[src/rtl/paddle_position_ctrl_pkg.sv]
// ---------------------------------------------------------------------------
// paddle_position_ctrl_pkg
//
// Shared definitions for the player paddle controller:
//   - default game geometry (paddle row range, start row, step size)
//   - default auto-repeat interval for a held key
//   - the game run-state encoding used by the top-level FSM
//   - a helper that sizes the auto-repeat counter
// ---------------------------------------------------------------------------
package paddle_position_ctrl_pkg;

  // Game geometry defaults: rows are counted from the top of the play field.
  localparam int Y_WIDTH_DEF       = 7;
  localparam int Y_MIN_DEF         = 0;
  localparam int Y_MAX_DEF         = 100;
  localparam int Y_INIT_DEF        = 50;
  localparam int STEP_DEF          = 2;

  // 50 ms between auto-repeat steps at a 50 MHz clock.
  localparam int REPEAT_CYCLES_DEF = 2500000;

  // Game run state. The encoding is fixed so the renderer and any debug
  // tooling can decode it directly.
  typedef enum logic [1:0] {
    IDLE    = 2'b00,
    PLAYING = 2'b01,
    PAUSED  = 2'b10
  } game_state_t;

  // Width of the auto-repeat counter. The counter only has to reach
  // cycles-1, so $clog2(cycles) bits suffice; a single-cycle repeat still
  // needs one bit so the counter vector is never zero-width.
  function automatic int repeat_cnt_width(input int cycles);
    int width;
    if (cycles > 1) begin
      width = $clog2(cycles);
    end else begin
      width = 1;
    end
    return width;
  endfunction

endpackage

[src/rtl/paddle_position_ctrl_hold_repeat_pulser.sv]
// ---------------------------------------------------------------------------
// hold_repeat_pulser
//
// Turns one key level into step requests: one request on the rising edge,
// then one more every REPEAT_CYCLES clocks while the key stays held.
//
// Ports:
//   CLOCK_50   in  system clock
//   reset      in  asynchronous, active-high; clears history and counter
//   enable     in  high while movement is allowed (game PLAYING)
//   level_in   in  key level, synchronous to CLOCK_50
//   step_pulse out combinational step request, valid in the cycle it is
//                  issued so the consumer can act on the same clock edge
// ---------------------------------------------------------------------------
module hold_repeat_pulser
  import paddle_position_ctrl_pkg::*;
#(
  parameter int REPEAT_CYCLES = REPEAT_CYCLES_DEF
) (
  input  logic CLOCK_50,
  input  logic reset,
  input  logic enable,
  input  logic level_in,
  output logic step_pulse
);

  localparam int                CNT_W    = repeat_cnt_width(REPEAT_CYCLES);
  localparam logic [CNT_W-1:0]  CNT_LAST = CNT_W'(REPEAT_CYCLES - 1);

  logic             level_prev;
  logic             rise;
  logic             armed;
  logic             armed_next;
  logic [CNT_W-1:0] cnt;
  logic [CNT_W-1:0] cnt_next;

  // The history register tracks the key even while disabled, so a key that
  // is already down when movement becomes allowed shows no rising edge.
  assign rise = level_in & ~level_prev;

  // Step/repeat decision.
  // 'armed' records that the current hold began with a rising edge seen
  // while enabled. Without it, a key held through a pause (or held when the
  // game starts) would start auto-repeating after REPEAT_CYCLES even though
  // it was never freshly pressed. Disabling or releasing disarms it and
  // returns the counter to zero.
  always_comb begin
    step_pulse = 1'b0;
    armed_next = 1'b0;
    cnt_next   = '0;
    if (enable) begin
      if (rise) begin
        step_pulse = 1'b1;
        armed_next = 1'b1;
        cnt_next   = '0;
      end else if (level_in && armed) begin
        armed_next = 1'b1;
        if (cnt == CNT_LAST) begin
          step_pulse = 1'b1;
          cnt_next   = '0;
        end else begin
          cnt_next = cnt + CNT_W'(1);
        end
      end
    end
  end

  // History, arm flag and repeat counter.
  always_ff @(posedge CLOCK_50 or posedge reset) begin
    if (reset) begin
      level_prev <= 1'b0;
      armed      <= 1'b0;
      cnt        <= '0;
    end else begin
      level_prev <= level_in;
      armed      <= armed_next;
      cnt        <= cnt_next;
    end
  end

endmodule

[src/rtl/paddle_position_ctrl.sv]
// ---------------------------------------------------------------------------
// paddle_position_ctrl
//
// Converts the keyboard stage's start / moveUp / moveDown levels into the
// player paddle row, and owns the game run state (idle / playing / paused).
//
// Ports:
//   CLOCK_50   in  system clock, 50 MHz
//   reset      in  asynchronous, active-high; clears all state
//   start      in  level, high while P is the last key received
//   moveUp     in  level, high while the up key is held
//   moveDown   in  level, high while the down key is held
//   y_pos      out current paddle row, Y_MIN..Y_MAX
//   pos_update out one-cycle strobe, high in the first cycle y_pos shows a
//                  new value (renderer redraws only then)
//   playing    out high in PLAYING
//   paused     out high in PAUSED
// ---------------------------------------------------------------------------
module paddle_position_ctrl
  import paddle_position_ctrl_pkg::*;
#(
  parameter int Y_WIDTH       = Y_WIDTH_DEF,
  parameter int Y_MIN         = Y_MIN_DEF,
  parameter int Y_MAX         = Y_MAX_DEF,
  parameter int Y_INIT        = Y_INIT_DEF,
  parameter int STEP          = STEP_DEF,
  parameter int REPEAT_CYCLES = REPEAT_CYCLES_DEF
) (
  input  logic               CLOCK_50,
  input  logic               reset,
  input  logic               start,
  input  logic               moveUp,
  input  logic               moveDown,
  output logic [Y_WIDTH-1:0] y_pos,
  output logic               pos_update,
  output logic               playing,
  output logic               paused
);

  // One extra bit of headroom so y+STEP and the bound comparisons never wrap.
  localparam int                 XW       = Y_WIDTH + 1;
  localparam logic [XW-1:0]      STEP_X   = XW'(STEP);
  localparam logic [XW-1:0]      MIN_X    = XW'(Y_MIN);
  localparam logic [XW-1:0]      MAX_X    = XW'(Y_MAX);
  localparam logic [Y_WIDTH-1:0] INIT_Y   = Y_WIDTH'(Y_INIT);

  game_state_t        state;
  game_state_t        state_next;
  logic               start_prev;
  logic               start_rise;
  logic               move_enable;
  logic               up_req;
  logic               down_req;
  logic [XW-1:0]      y_ext;
  logic [XW-1:0]      y_up;
  logic [XW-1:0]      y_down;
  logic [XW-1:0]      y_sum;
  logic [Y_WIDTH-1:0] y_next;
  logic               update_next;

  assign start_rise  = start & ~start_prev;
  assign move_enable = (state == PLAYING);
  assign playing     = (state == PLAYING);
  assign paused      = (state == PAUSED);

  // One pulser per direction; both see the same enable so their counters
  // are held at zero outside PLAYING.
  hold_repeat_pulser #(
    .REPEAT_CYCLES (REPEAT_CYCLES)
  ) u_up_pulser (
    .CLOCK_50   (CLOCK_50),
    .reset      (reset),
    .enable     (move_enable),
    .level_in   (moveUp),
    .step_pulse (up_req)
  );

  hold_repeat_pulser #(
    .REPEAT_CYCLES (REPEAT_CYCLES)
  ) u_down_pulser (
    .CLOCK_50   (CLOCK_50),
    .reset      (reset),
    .enable     (move_enable),
    .level_in   (moveDown),
    .step_pulse (down_req)
  );

  // Clamped candidate rows. The up case compares y against Y_MIN+STEP
  // instead of forming y-STEP first, which is the same test without ever
  // producing a borrow.
  always_comb begin
    y_ext  = {1'b0, y_pos};
    y_sum  = y_ext + STEP_X;
    y_up   = (y_ext < (MIN_X + STEP_X)) ? MIN_X : (y_ext - STEP_X);
    y_down = (y_sum > MAX_X) ? MAX_X : y_sum;
  end

  // Next state, next row and update strobe.
  // A start edge always wins over a move in the same cycle. Simultaneous up
  // and down requests cancel. The strobe is derived from an actual change
  // of value, which also covers a clamped step at the bound and the
  // IDLE->PLAYING reload when the paddle already sits at Y_INIT.
  always_comb begin
    state_next = state;
    y_next     = y_pos;
    if (start_rise) begin
      case (state)
        IDLE: begin
          state_next = PLAYING;
          y_next     = INIT_Y;
        end
        PLAYING: state_next = PAUSED;
        PAUSED:  state_next = PLAYING;
        default: state_next = IDLE;
      endcase
    end else if (state == PLAYING) begin
      if (up_req && !down_req) begin
        y_next = y_up[Y_WIDTH-1:0];
      end else if (down_req && !up_req) begin
        y_next = y_down[Y_WIDTH-1:0];
      end
    end
    update_next = (y_next != y_pos);
  end

  // State, paddle row, strobe and start-edge history.
  always_ff @(posedge CLOCK_50 or posedge reset) begin
    if (reset) begin
      state      <= IDLE;
      y_pos      <= INIT_Y;
      pos_update <= 1'b0;
      start_prev <= 1'b0;
    end else begin
      state      <= state_next;
      y_pos      <= y_next;
      pos_update <= update_next;
      start_prev <= start;
    end
  end

endmodule

[config.mk]
export PLATFORM = sky130hd
export DESIGN_NAME = paddle_position_ctrl
export DESIGN_NICKNAME = d
export VERILOG_FILES = /design/src/rtl/paddle_position_ctrl_pkg.sv /design/src/rtl/paddle_position_ctrl_hold_repeat_pulser.sv /design/src/rtl/paddle_position_ctrl.sv
export SDC_FILE = /design/constraint.sdc
export NUM_CORES = 1
export LEC_CHECK = 0
export CAP_MARGIN = 25
export CORE_MARGIN = 2
export CORE_UTILIZATION = 36
export CTS_CLUSTER_DIAMETER = 40
export CTS_CLUSTER_SIZE = 14
export DETAILED_ROUTE_END_ITERATION = 6
export PLACE_DENSITY = 0.62
export SLEW_MARGIN = 20
export SYNTH_ARGS = -nofsm -noshare
export SYNTH_HDL_FRONTEND = slang
export SYNTH_SLANG_ARGS = --single-unit
[constraint.sdc]
create_clock -name CLOCK_50 -period 2.8 [get_ports CLOCK_50]
set_clock_uncertainty 0.2 [all_clocks]
set_input_delay 0.56 -clock CLOCK_50 [delete_from_list [all_inputs] [get_ports CLOCK_50]]
set_output_delay 0.56 -clock CLOCK_50 [all_outputs]
set_load 0.01 [all_outputs]
==> results of run 1 <==
[through the flow]
step / util, % / instances
final: 47.24 / 577
after global routing: 47.24 / 577
after CTS: 46.13 / 572
after floorplan: - / 380
after detailed placement: 43.62 / 556
after global placement: 43.62 / 556
[power groups by stage]
| stage | logic, mW | clock network [mW] | registers, mW |
|---|---|---|---|
| floorplan | 0.446 | 0 | 0.990 |
| global placement | 0.787 | 0 | 0.996 |
| detailed placement | 0.784 | 0 | 0.997 |
| CTS | 0.791 | 0.902 | 0.981 |
| global route | 0.928 | 0.945 | 0.988 |
| finish | 0.846 | 0.877 | 0.977 |
[layout make-up]
cell class | instances | share of cell area [%]
clock buffers | 10 | 3.153
clock inverters | 6 | 2.035
inverters | 12 | 1.032
multi-input cells | 294 | 43.48
flip-flops and latches | 59 | 33.91
well taps | 129 | 3.697
repair buffers | 67 | 12.70
[registers in the layout (all words and copies together) (netlist names)]
register	cells
u_up_pulser.armed	1
u_down_pulser.level_prev	1
state	2
u_down_pulser.cnt	22
u_up_pulser.cnt	22
u_up_pulser.level_prev	1
pos_update	1
start_prev	1
u_down_pulser.armed	1
y_pos	7
[cells in the mapped netlist, types with 4 or more instances]
master / number / share of area, %
and3_1: 7 / 1.3
dfrtp_1: 56 / 41
o31ai_1: 5 / 1.1
nor2_1: 60 / 6.6
nand2_1: 28 / 3.1
nand4_1: 11 / 2.0
xnor2_1: 13 / 3.3
nand3_1: 23 / 3.3
inv_1: 11 / 1.2
xor2_1: 22 / 5.6
or3_1: 6 / 1.1
nor3_1: 13 / 1.9
nand2b_1: 8 / 1.5
a31oi_1: 4 / 0.73
a21oi_1: 13 / 1.9
o21ai_0: 20 / 2.9
ha_1: 4 / 1.5
clkbuf_1: 8 / 0.87
[repair_timing]
action / CTS / global route
setup endpoints to repair: 1 / 6
buffers inserted: 0 / 5
hold buffers: 0 / 0
gates resized for setup: 1 / 16
pin swaps: 0 / 5
[cell families after synthesis]
family	share of synthesized area, %
and+or+nand+nor	27.77
AOI/OAI and AO/OA	14.78
DFF	43.05
xor gates and xnor gates	8.915
buffers and inverters	4.039
adders and majority gates	1.456
[worst paths after layout]
check                                      from                    to  slack [ns]  depth (start not counted)
max in group asynchronous                 reset              y_pos[4]        1.45                          3
min reg2reg                u_down_pulser.cnt[0]  u_down_pulser.cnt[0]        0.27                          1
min in group asynchronous                 reset   u_up_pulser.cnt[11]        0.33                          2
max                                    y_pos[1]            pos_update        0.02                         10
max reg2reg                            y_pos[1]            pos_update        0.02                         10
min                        u_down_pulser.cnt[0]  u_down_pulser.cnt[0]        0.27                          1
[per-layer routing]
| metal | vias to the layer above | wire, um |
|---|---|---|
| li1 | 1472 | - |
| met1 | 1419 | 3596 |
| met2 | 69 | 3977 |
| met3 | 14 | 350 |
| met4 | 0 | 135 |
| met5 | - | 0 |
==> flow_metrics.py, run 1 <==
metrics = {
    "floorplan": {
        "die_w_um": 101.7,
        "die_area_mm2": 0.01035,
        "coreArea_mm2": 0.009240,
        "rows": 35,
        "io_pins": 15,
        "die_y_um": 101.7,
        "initial_core_util_pct": 37.21,
    },
    "grt": {
        "antenna_found_initial": 0,
        "use_met2_pct": 27.23,
        "grt_use_met3_pct": 4.072,
        "gr-usage-all-layers_pct": 16.91,
        "grtUsageMet1_pct": 22.21,
        "grt_first_pass_wirelength_um": 13920,
        "grt_max_degree": 43,
        "overflow": 0,
        "grt_pass1_vias": 2950,
        "busiest_layer": "met2",
    },
    "placed_design": {
        "placed_area_mm2": 0.004030,
        "pre_cts_ws_ns": -0.2777,
        "globalplace.congestion": 0.9101,
        "numPortBuffers": 14,
        "hpwl_um": 5770,
    },
    "final_layout": {
        "syn_to_final_growth_pct": 26.97,
        "final_common_cell": "nor2_1",
        "multiInputGateArea_mm2": 0.001898,
        "final_cell_area_mm2": 0.004365,
        "final_cell_mix": "nor2_1 (59), dfrtp_1 (56), buf_4 (51)",
        "nets": 452,
        "drive_gt1_share_pct": 23.21,
        "ff_latch_area_mm2": 0.001480,
        "num-fill-cells": 880,
        "diodes": 0,
    },
    "clock_network": {
        "cts_tree": "yes",
        "cts_root_buffer": "clkbuf_8",
        "cts_buffers": 9,
        "cts.path.max_buffers": 2,
        "insertion_delay_ns": 0.34,
        "clock_sinks": 59,
        "htree_levels": 3,
        "clkTransAtPathRegs_ns": 0.07,
    },
    "power_and_ir_drop": {
        "p_leak_nw": 1.739,
        "p_sw_mw": 0.8636,
        "p_clk_share_pct": 32.5,
        "seq_power_share_pct": 36.2,
        "power_mw": 2.700,
        "pwr-share-comb_pct": 31.3,
        "sw_frac_of_total_pct": 31.99,
        "ir_drop_uv": 256.4,
        "p_per_area_mw_per_mm2": 618.4,
        "internal_power_mw": 1.836,
    },
    "detailed_routing": {
        "routed_via_density": 5.154,
        "dr.pass1.iters": 4,
        "post_drt_wl_per_cell_um": 13.97,
        "drc": 0,
        "dr_total_vias": 2974,
        "drt-initial-drc-count": 109,
        "ant_nets": 0,
        "finalWirelength_um": 8059,
    },
    "worst_setup_path": {
        "startpoint_type": "flip-flop",
        "arrival_ns": 2.78,
        "critPathCaptureType": "flip-flop",
        "critical_path.cell_chain": "inv_1, ha_1, nand2_1, a31oi_1, o221a_2, nor3_2, o22ai_2, o31a_1, a221oi_2, nand4_1",
        "cp.required_ns": 2.80,
        "worst-setup-path-type": "reg -> reg",
        "cpMaxStageDelayCell": "dfstp_2",
        "critPathMaxFanout": 5,
        "slowest_delay_ns": 0.56,
        "crit_family": "compound AO/OA/AOI/OAI gates",
        "path_buf_inv": 1,
    },
    "flow_run": {
        "maxCapViolations": 0,
    },
    "logic_synthesis": {
        "synthFlopType": "dfrtp_1",
        "ys_types": 64,
        "ys_seq_area_share_pct": 43.05,
        "ys_ff_latch": 59,
        "syn-instance-count": 380,
        "synth_area_mm2": 0.003438,
        "synth_edf_count": 0,
        "syn_nets": 389,
        "async_flop_share_pct": 100.0,
        "synth_warnings": 0,
        "avgSynthCellArea_um2": 9.048,
    },
    "timing": {
        "setup_viol": 0,
        "fin_ws_ns": 0.01956,
        "worst_pin_slew_ns": 0.8678,
        "hold_ws_ns": 0.2738,
        "slew_violations": 0,
        "max_freq_mhz": 359.7,
        "hold_viol": 0,
        "final.min_clock_period_ns": 2.780,
        "setup_tns_ns": 0,
        "rsz0062_at_grt": "true",
        "slew_headroom_pct": 41.53,
        "period_share_pct": 99.30,
    },
    "worst_hold_path": {
        "hp-class": "reg -> reg",
    },
    "outcome": {
        "outcome": "completed",
    },
}
(Power assumes the default switching activity.)
==> run 2: changes to the inputs <==
--- a/config.mk
+++ b/config.mk
@@ -15,4 +15,5 @@
 export SLEW_MARGIN = 20
 export SYNTH_ARGS = -nofsm -noshare
 export SYNTH_HDL_FRONTEND = slang
+export SYNTH_HIERARCHICAL = 1
 export SYNTH_SLANG_ARGS = --single-unit
==> flow_metrics.py, run 2 <==
metrics = {
    "timing": {
        "rsz0062_at_grt": "true",
        "setup_viol": 0,
        "slew_headroom_pct": 63.54,
        "fin_ws_ns": 0.01114,
        "hold_viol": 0,
        "final.min_clock_period_ns": 2.789,
        "period_share_pct": 99.60,
        "max_freq_mhz": 358.6,
        "slew_violations": 0,
        "worst_pin_slew_ns": 0.5411,
        "setup_tns_ns": 0,
    },
    "power_and_ir_drop": {
        "p_clk_share_pct": 26.0,
        "p_sw_mw": 0.9367,
        "seq_power_share_pct": 38.3,
        "internal_power_mw": 1.730,
        "p_per_area_mw_per_mm2": 553.6,
        "p_leak_nw": 1.890,
        "pwr-share-comb_pct": 35.7,
        "sw_frac_of_total_pct": 35.13,
        "power_mw": 2.667,
        "ir_drop_uv": 303.0,
    },
    "logic_synthesis": {
        "synthFlopType": "dfrtp_1",
        "synth_edf_count": 0,
        "syn-instance-count": 422,
        "async_flop_share_pct": 100.0,
        "synth_top_area_share_pct": 38.45,
        "avgSynthCellArea_um2": 8.637,
        "syn_nets": 433,
        "synth_commonest_cells": "dfrtp_1 (56), nor2_1 (50), nand2_1 (33)",
        "yosys.area.top_type": "dfrtp_1",
        "yosysMostFrequentCell": "dfrtp_1",
        "yosys-top-cells-area": "dfrtp_1 (38%), nor2_1 (5.1%), xnor2_1 (4.1%)",
        "ys_types": 55,
        "synth_area_mm2": 0.003645,
        "ys_ff_latch": 59,
        "ys_seq_area_share_pct": 40.61,
        "synth_warnings": 6,
    },
    "final_layout": {
        "final_cell_area_mm2": 0.004817,
        "nets": 523,
        "num-fill-cells": 968,
        "syn_to_final_growth_pct": 32.17,
        "multiInputGateArea_mm2": 0.002140,
        "final_common_cell": "buf_4",
        "final_cell_mix": "buf_4 (82), dfrtp_1 (56), nor2_1 (50)",
        "utilization_pct": 49.06,
        "drive_gt1_share_pct": 25.15,
        "diodes": 0,
        "ff_latch_area_mm2": 0.001480,
        "reg.largest.list": "u_down_pulser/cnt x22, u_up_pulser/cnt x22, y_pos x7",
    },
    "placed_design": {
        "numPortBuffers": 14,
        "placed_area_mm2": 0.004454,
        "globalplace.congestion": 0.9130,
        "pre_cts_ws_ns": -0.4356,
        "hpwl_um": 6900,
    },
    "clock_network": {
        "insertion_delay_ns": 0.33,
        "cts_root_buffer": "clkbuf_8",
        "cts_buffers": 9,
        "cts_tree": "yes",
        "clock_sinks": 59,
        "cts_hold_buf": 0,
        "clkTransAtPathRegs_ns": 0.07,
        "htree_levels": 3,
        "cts.path.max_buffers": 2,
    },
    "flow_run": {
        "maxCapViolations": 0,
    },
    "detailed_routing": {
        "post_drt_wl_per_cell_um": 14.86,
        "dr.pass1.iters": 4,
        "finalWirelength_um": 9657,
        "dr_total_vias": 3467,
        "drt-initial-drc-count": 144,
        "routed_via_density": 5.334,
        "drc": 0,
        "ant_nets": 0,
    },
    "grt": {
        "grt_first_pass_wirelength_um": 16040,
        "overflow": 0,
        "antenna_found_initial": 0,
        "gr-usage-all-layers_pct": 18.02,
        "grt_max_degree": 25,
        "grt_pass1_vias": 3356,
    },
    "floorplan": {
        "coreArea_mm2": 0.009819,
        "initial_core_util_pct": 37.12,
        "rows": 36,
        "die_y_um": 104.6,
        "die_area_mm2": 0.01095,
        "die_w_um": 104.6,
        "io_pins": 15,
    },
    "worst_setup_path": {
        "startpoint_type": "flip-flop",
        "worst-setup-path-type": "reg -> reg",
        "slowest_delay_ns": 0.64,
        "timing.rr.start": "y_pos[1]",
        "cp-startpoint": "y_pos[1]",
        "cp.required_ns": 2.80,
        "critical_path.cell_chain": "ha_1, or2b_2, o32ai_1, or3_4, o311a_1, a31oi_4, mux2i_1, nand4_1",
        "critPathMaxFanout": 9,
        "critPathCaptureType": "flip-flop",
        "cpMaxStageDelayCell": "dfstp_2",
        "arrival_ns": 2.79,
    },
    "outcome": {
        "outcome": "completed",
    },
    "worst_hold_path": {
        "worstHoldStart": "u_up_pulser/level_prev",
        "hp-class": "reg -> reg",
    },
}
## run 2: cell count changes in the layout (fill, tap and decap cells not counted), moves of 7 or more
| cell | before | now |
|---|---|---|
| a21oi_1 | 13 | 21 |
| or3_1 | 6 | 13 |
| buf_4 | 51 | 82 |
| nand4_1 | 11 | 20 |
| nand3_1 | 23 | 16 |
| xor2_1 | 22 | 12 |
| nor2_1 | 59 | 50 |
| inv_1 | 10 | 19 |
## run 2: kinds of logic after synthesis
logic type                 count (synthesis)  synth area share (%)
and+or+nand+nor                          198                 29.69
AOI/OAI and AO/OA                         87                 15.21
DFF                                       59                 40.61
buffers and inverters                     40                 4.634
xor gates and xnor gates                  29                 6.969
adders and majority gates                  6                 2.060
muxes                                      3                0.8239
## run 2: metal layers
| metal | global-route usage (%) | wire (um) |
|---|---|---|
| met3 | 3.556 | 362 |
| met2 | 29.23 | 4717 |
| met5 | 0 | 0 |
| met1 | 24.41 | 4493 |
| met4 | 5.333 | 84 |
## run 2: path summary, 6_finish.rpt
| check | endpoint | cells past startpoint | slack [ns] |
|---|---|---|---|
| max | pos_update | 8 | 0.01 |
| min | u_up_pulser/armed | 1 | 0.31 |
| max reg2reg | pos_update | 8 | 0.01 |
| min reg2reg | u_up_pulser/armed | 1 | 0.31 |
| max in group asynchronous | y_pos[5] | 2 | 1.60 |
| min in group asynchronous | start_prev | 2 | 0.45 |
## run 2: critical path, delay by kind of cell (launching register included)
kind            cells  cell delay, ns
flops               1            0.64
fa+ha+maj           1            0.25
compound gates      3            0.63
mux                 1            0.22
simple gates        3            0.72
## run 2: timing repair
| item | in CTS | in global routing |
|---|---|---|
| gates cloned | 0 | 1 |
| endpoints found under the setup margin | 8 | 7 |
| pin swaps | 9 | 8 |
| setup buffers | 2 | 3 |
| resized for setup | 17 | 18 |
## run 2: cell type report
class                           count  area share (%)
Timing Repair Buffer               99           16.39
Multi-Input combinational cell    324           44.42
Inverter                           19           1.481
Clock buffer                       16           3.532
Sequential cell                    59           30.73
Tap cell                          133           3.455
## run 2: stage by stage
stage                     cells  hold WS, ns
final                       650       0.3095
after global routing        650       0.3324
after CTS                   646       0.3061
after detailed placement    628       0.2808
after global placement      628       0.2619
after floorplan             422       0.2103
## run 2: power groups by stage
stage,Sequential (mW),Clock [mW],Combinational [mW]
2_1_floorplan,1.01,0,0.521
3_3_place_gp,1.03,0,0.893
3_5_place_dp,1.03,0,0.883
4_1_cts,1.02,0.723,0.897
5_1_grt,1.03,0.763,1.03
6_report,1.02,0.693,0.953
==> run 3: changes to the inputs <==
--- a/config.mk
+++ b/config.mk
@@ -11,7 +11,8 @@
 export CTS_CLUSTER_DIAMETER = 40
 export CTS_CLUSTER_SIZE = 14
 export DETAILED_ROUTE_END_ITERATION = 6
-export PLACE_DENSITY = 0.62
+export PLACE_DENSITY = 0.6
+export SKIP_CTS_REPAIR_TIMING = 1
 export SLEW_MARGIN = 20
 export SYNTH_ARGS = -nofsm -noshare
 export SYNTH_HDL_FRONTEND = slang
==> constraint.sdc (replaced) <==
create_clock -name CLOCK_50 -period 3.05 [get_ports CLOCK_50]
set_clock_uncertainty 0.2 [all_clocks]
set_input_delay 0.61 -clock CLOCK_50 [delete_from_list [all_inputs] [get_ports CLOCK_50]]
set_output_delay 0.61 -clock CLOCK_50 [all_outputs]
set_load 0.01 [all_outputs]
==> flow_metrics.py, run 3 (synthesis gave the netlist of run 2 again) <==
metrics = {
    "worst_setup_path": {
        "startpoint_type": "flip-flop",
        "cp-startpoint": "u_down_pulser/cnt[12]",
        "cp.required_ns": 3.14,
        "critPathCaptureType": "flip-flop",
        "ff2ff_setup_slack_ns": 0.12,
        "timing.rr.start": "u_down_pulser/cnt[12]",
        "worst-setup-path-type": "reg -> reg",
        "arrival_ns": 3.02,
        "critPathMaxFanout": 6,
    },
    "grt": {
        "overflow": 0,
        "grt_pass1_vias": 3308,
        "antenna_found_initial": 0,
        "grt_max_degree": 25,
        "use_met2_pct": 28.06,
        "busiest_layer": "met2",
        "grtUsageMet1_pct": 22.54,
        "grt_first_pass_wirelength_um": 15680,
        "grt_use_met3_pct": 3.493,
        "gr-usage-all-layers_pct": 17.28,
    },
    "timing": {
        "max_freq_mhz": 341.7,
        "hold_viol": 0,
        "period_share_pct": 95.96,
        "slew_violations": 0,
        "final.min_clock_period_ns": 2.927,
        "hold_ws_ns": 0.3103,
        "slew_headroom_pct": 62.69,
        "worst_pin_slew_ns": 0.5538,
        "setup_viol": 0,
    },
    "clock_network": {
        "clkTransAtPathRegs_ns": 0.09,
        "cts.path.max_buffers": 2,
        "cts_tree": "yes",
        "insertion_delay_ns": 0.35,
        "htree_levels": 3,
        "cts_buffers": 9,
        "clock_sinks": 59,
        "cts_root_buffer": "clkbuf_8",
    },
    "final_layout": {
        "nets": 487,
        "diodes": 0,
        "final_cell_mix": "dfrtp_1 (56), nor2_1 (50), buf_4 (50)",
        "utilization_pct": 45.81,
        "reg.largest.list": "u_down_pulser/cnt x22, u_up_pulser/cnt x22, y_pos x7",
        "syn_to_final_growth_pct": 23.41,
        "drive_gt1_share_pct": 19.38,
        "final_common_cell": "dfrtp_1",
    },
    "worst_hold_path": {
        "hp-class": "reg -> reg",
        "worstHoldStart": "u_down_pulser/level_prev",
    },
    "power_and_ir_drop": {
        "p_sw_mw": 0.8445,
        "p_leak_nw": 1.704,
        "p_per_area_mw_per_mm2": 556.5,
        "ir_drop_uv": 240.5,
        "pwr-share-comb_pct": 30.2,
        "seq_power_share_pct": 37.9,
        "sw_frac_of_total_pct": 33.74,
        "p_clk_share_pct": 32.0,
        "internal_power_mw": 1.659,
        "power_mw": 2.503,
    },
    "floorplan": {
        "rows": 36,
        "die_y_um": 104.6,
        "coreArea_mm2": 0.009819,
        "die_w_um": 104.6,
        "io_pins": 15,
        "die_area_mm2": 0.01095,
        "initial_core_util_pct": 37.12,
    },
    "detailed_routing": {
        "finalWirelength_um": 9065,
        "drc": 0,
        "routed_via_density": 5.473,
        "dr.pass1.iters": 4,
        "post_drt_wl_per_cell_um": 14.79,
        "dr_total_vias": 3355,
        "ant_nets": 0,
        "drt-initial-drc-count": 134,
    },
    "placed_design": {
        "hpwl_um": 6469,
        "numPortBuffers": 14,
        "globalplace.congestion": 0.9277,
    },
    "flow_run": {
        "maxCapViolations": 0,
    },
    "outcome": {
        "outcome": "completed",
    },
}
==> run 3: cell count changes in the layout (fill, tap and decap cells not counted), sizes merged <==
cell | before | now
clkbuf | 16 | 11
nor2b | 7 | 6
bufinv | 0 | 2
clkinvlp | 0 | 2
buf | 85 | 50
==> run 3: critical path, stage by stage (launching register included) <==
cell and delay (ns):
dfrtp_1 0.39, nor4b_2 0.34, nand4_1 0.18, o22ai_1 0.15, and2_2 0.25, nor2b_2 0.24, o21ai_0 0.15, buf_4 0.17
a2111oi_1 0.43, buf_4 0.20, o211ai_1 0.09, nand4_1 0.10
==> run 3: final cells by class <==
| class | count | area (um2) |
|---|---|---|
| fill | 957 | 5321 |
| clock inverter | 4 | 75.07 |
| clock buffer | 11 | 141.4 |
| sequential | 59 | 1480 |
| timing repair buffer | 64 | 515.5 |
| multi-input combinational | 323 | 2048 |
| inverter | 19 | 71.32 |
| tap | 133 | 166.4 |
==> run 3: path summary, 6_finish.rpt <==
| check | endpoint | depth (start not counted) |
|---|---|---|
| min reg2reg | u_down_pulser/armed | 1 |
| max in group asynchronous | y_pos[5] | 2 |
| max | pos_update | 11 |
| max reg2reg | pos_update | 11 |
| min in group asynchronous | pos_update | 2 |
| min | u_down_pulser/armed | 1 |
==> run 3: per-layer routing <==
layer / wire length (um) / up-vias
met3: 447 / 17
met1: 4197 / 1619
met5: 0 / -
met2: 4247 / 83
li1: - / 1636
met4: 172 / 0
==> run 3: power by group through the flow <==
stage / combinational (mW) / sequential [mW] / clock [mW]
floorplan: 0.479 / 0.924 / 0
global placement: 0.738 / 0.957 / 0
detailed placement: 0.732 / 0.958 / 0
CTS: 0.738 / 0.946 / 0.816
global route: 0.830 / 0.957 / 0.847
finish: 0.755 / 0.948 / 0.800
==> run 3: through the flow <==
| step | worst slack [ns] | instance area, um2 | setup TNS [ns] | std cells |
|---|---|---|---|---|
| after CTS | -0.01473 | 4446 | -0.01473 | 613 |
| final | 0.1231 | 4498 | 0 | 613 |
| after global placement | -0.1726 | 4229 | -0.2928 | 598 |
| after detailed placement | -0.2053 | 4229 | -0.5567 | 598 |
| after floorplan | 0.2705 | 3645 | 0 | 422 |
| after global routing | -0.05309 | 4498 | -0.05309 | 613 |
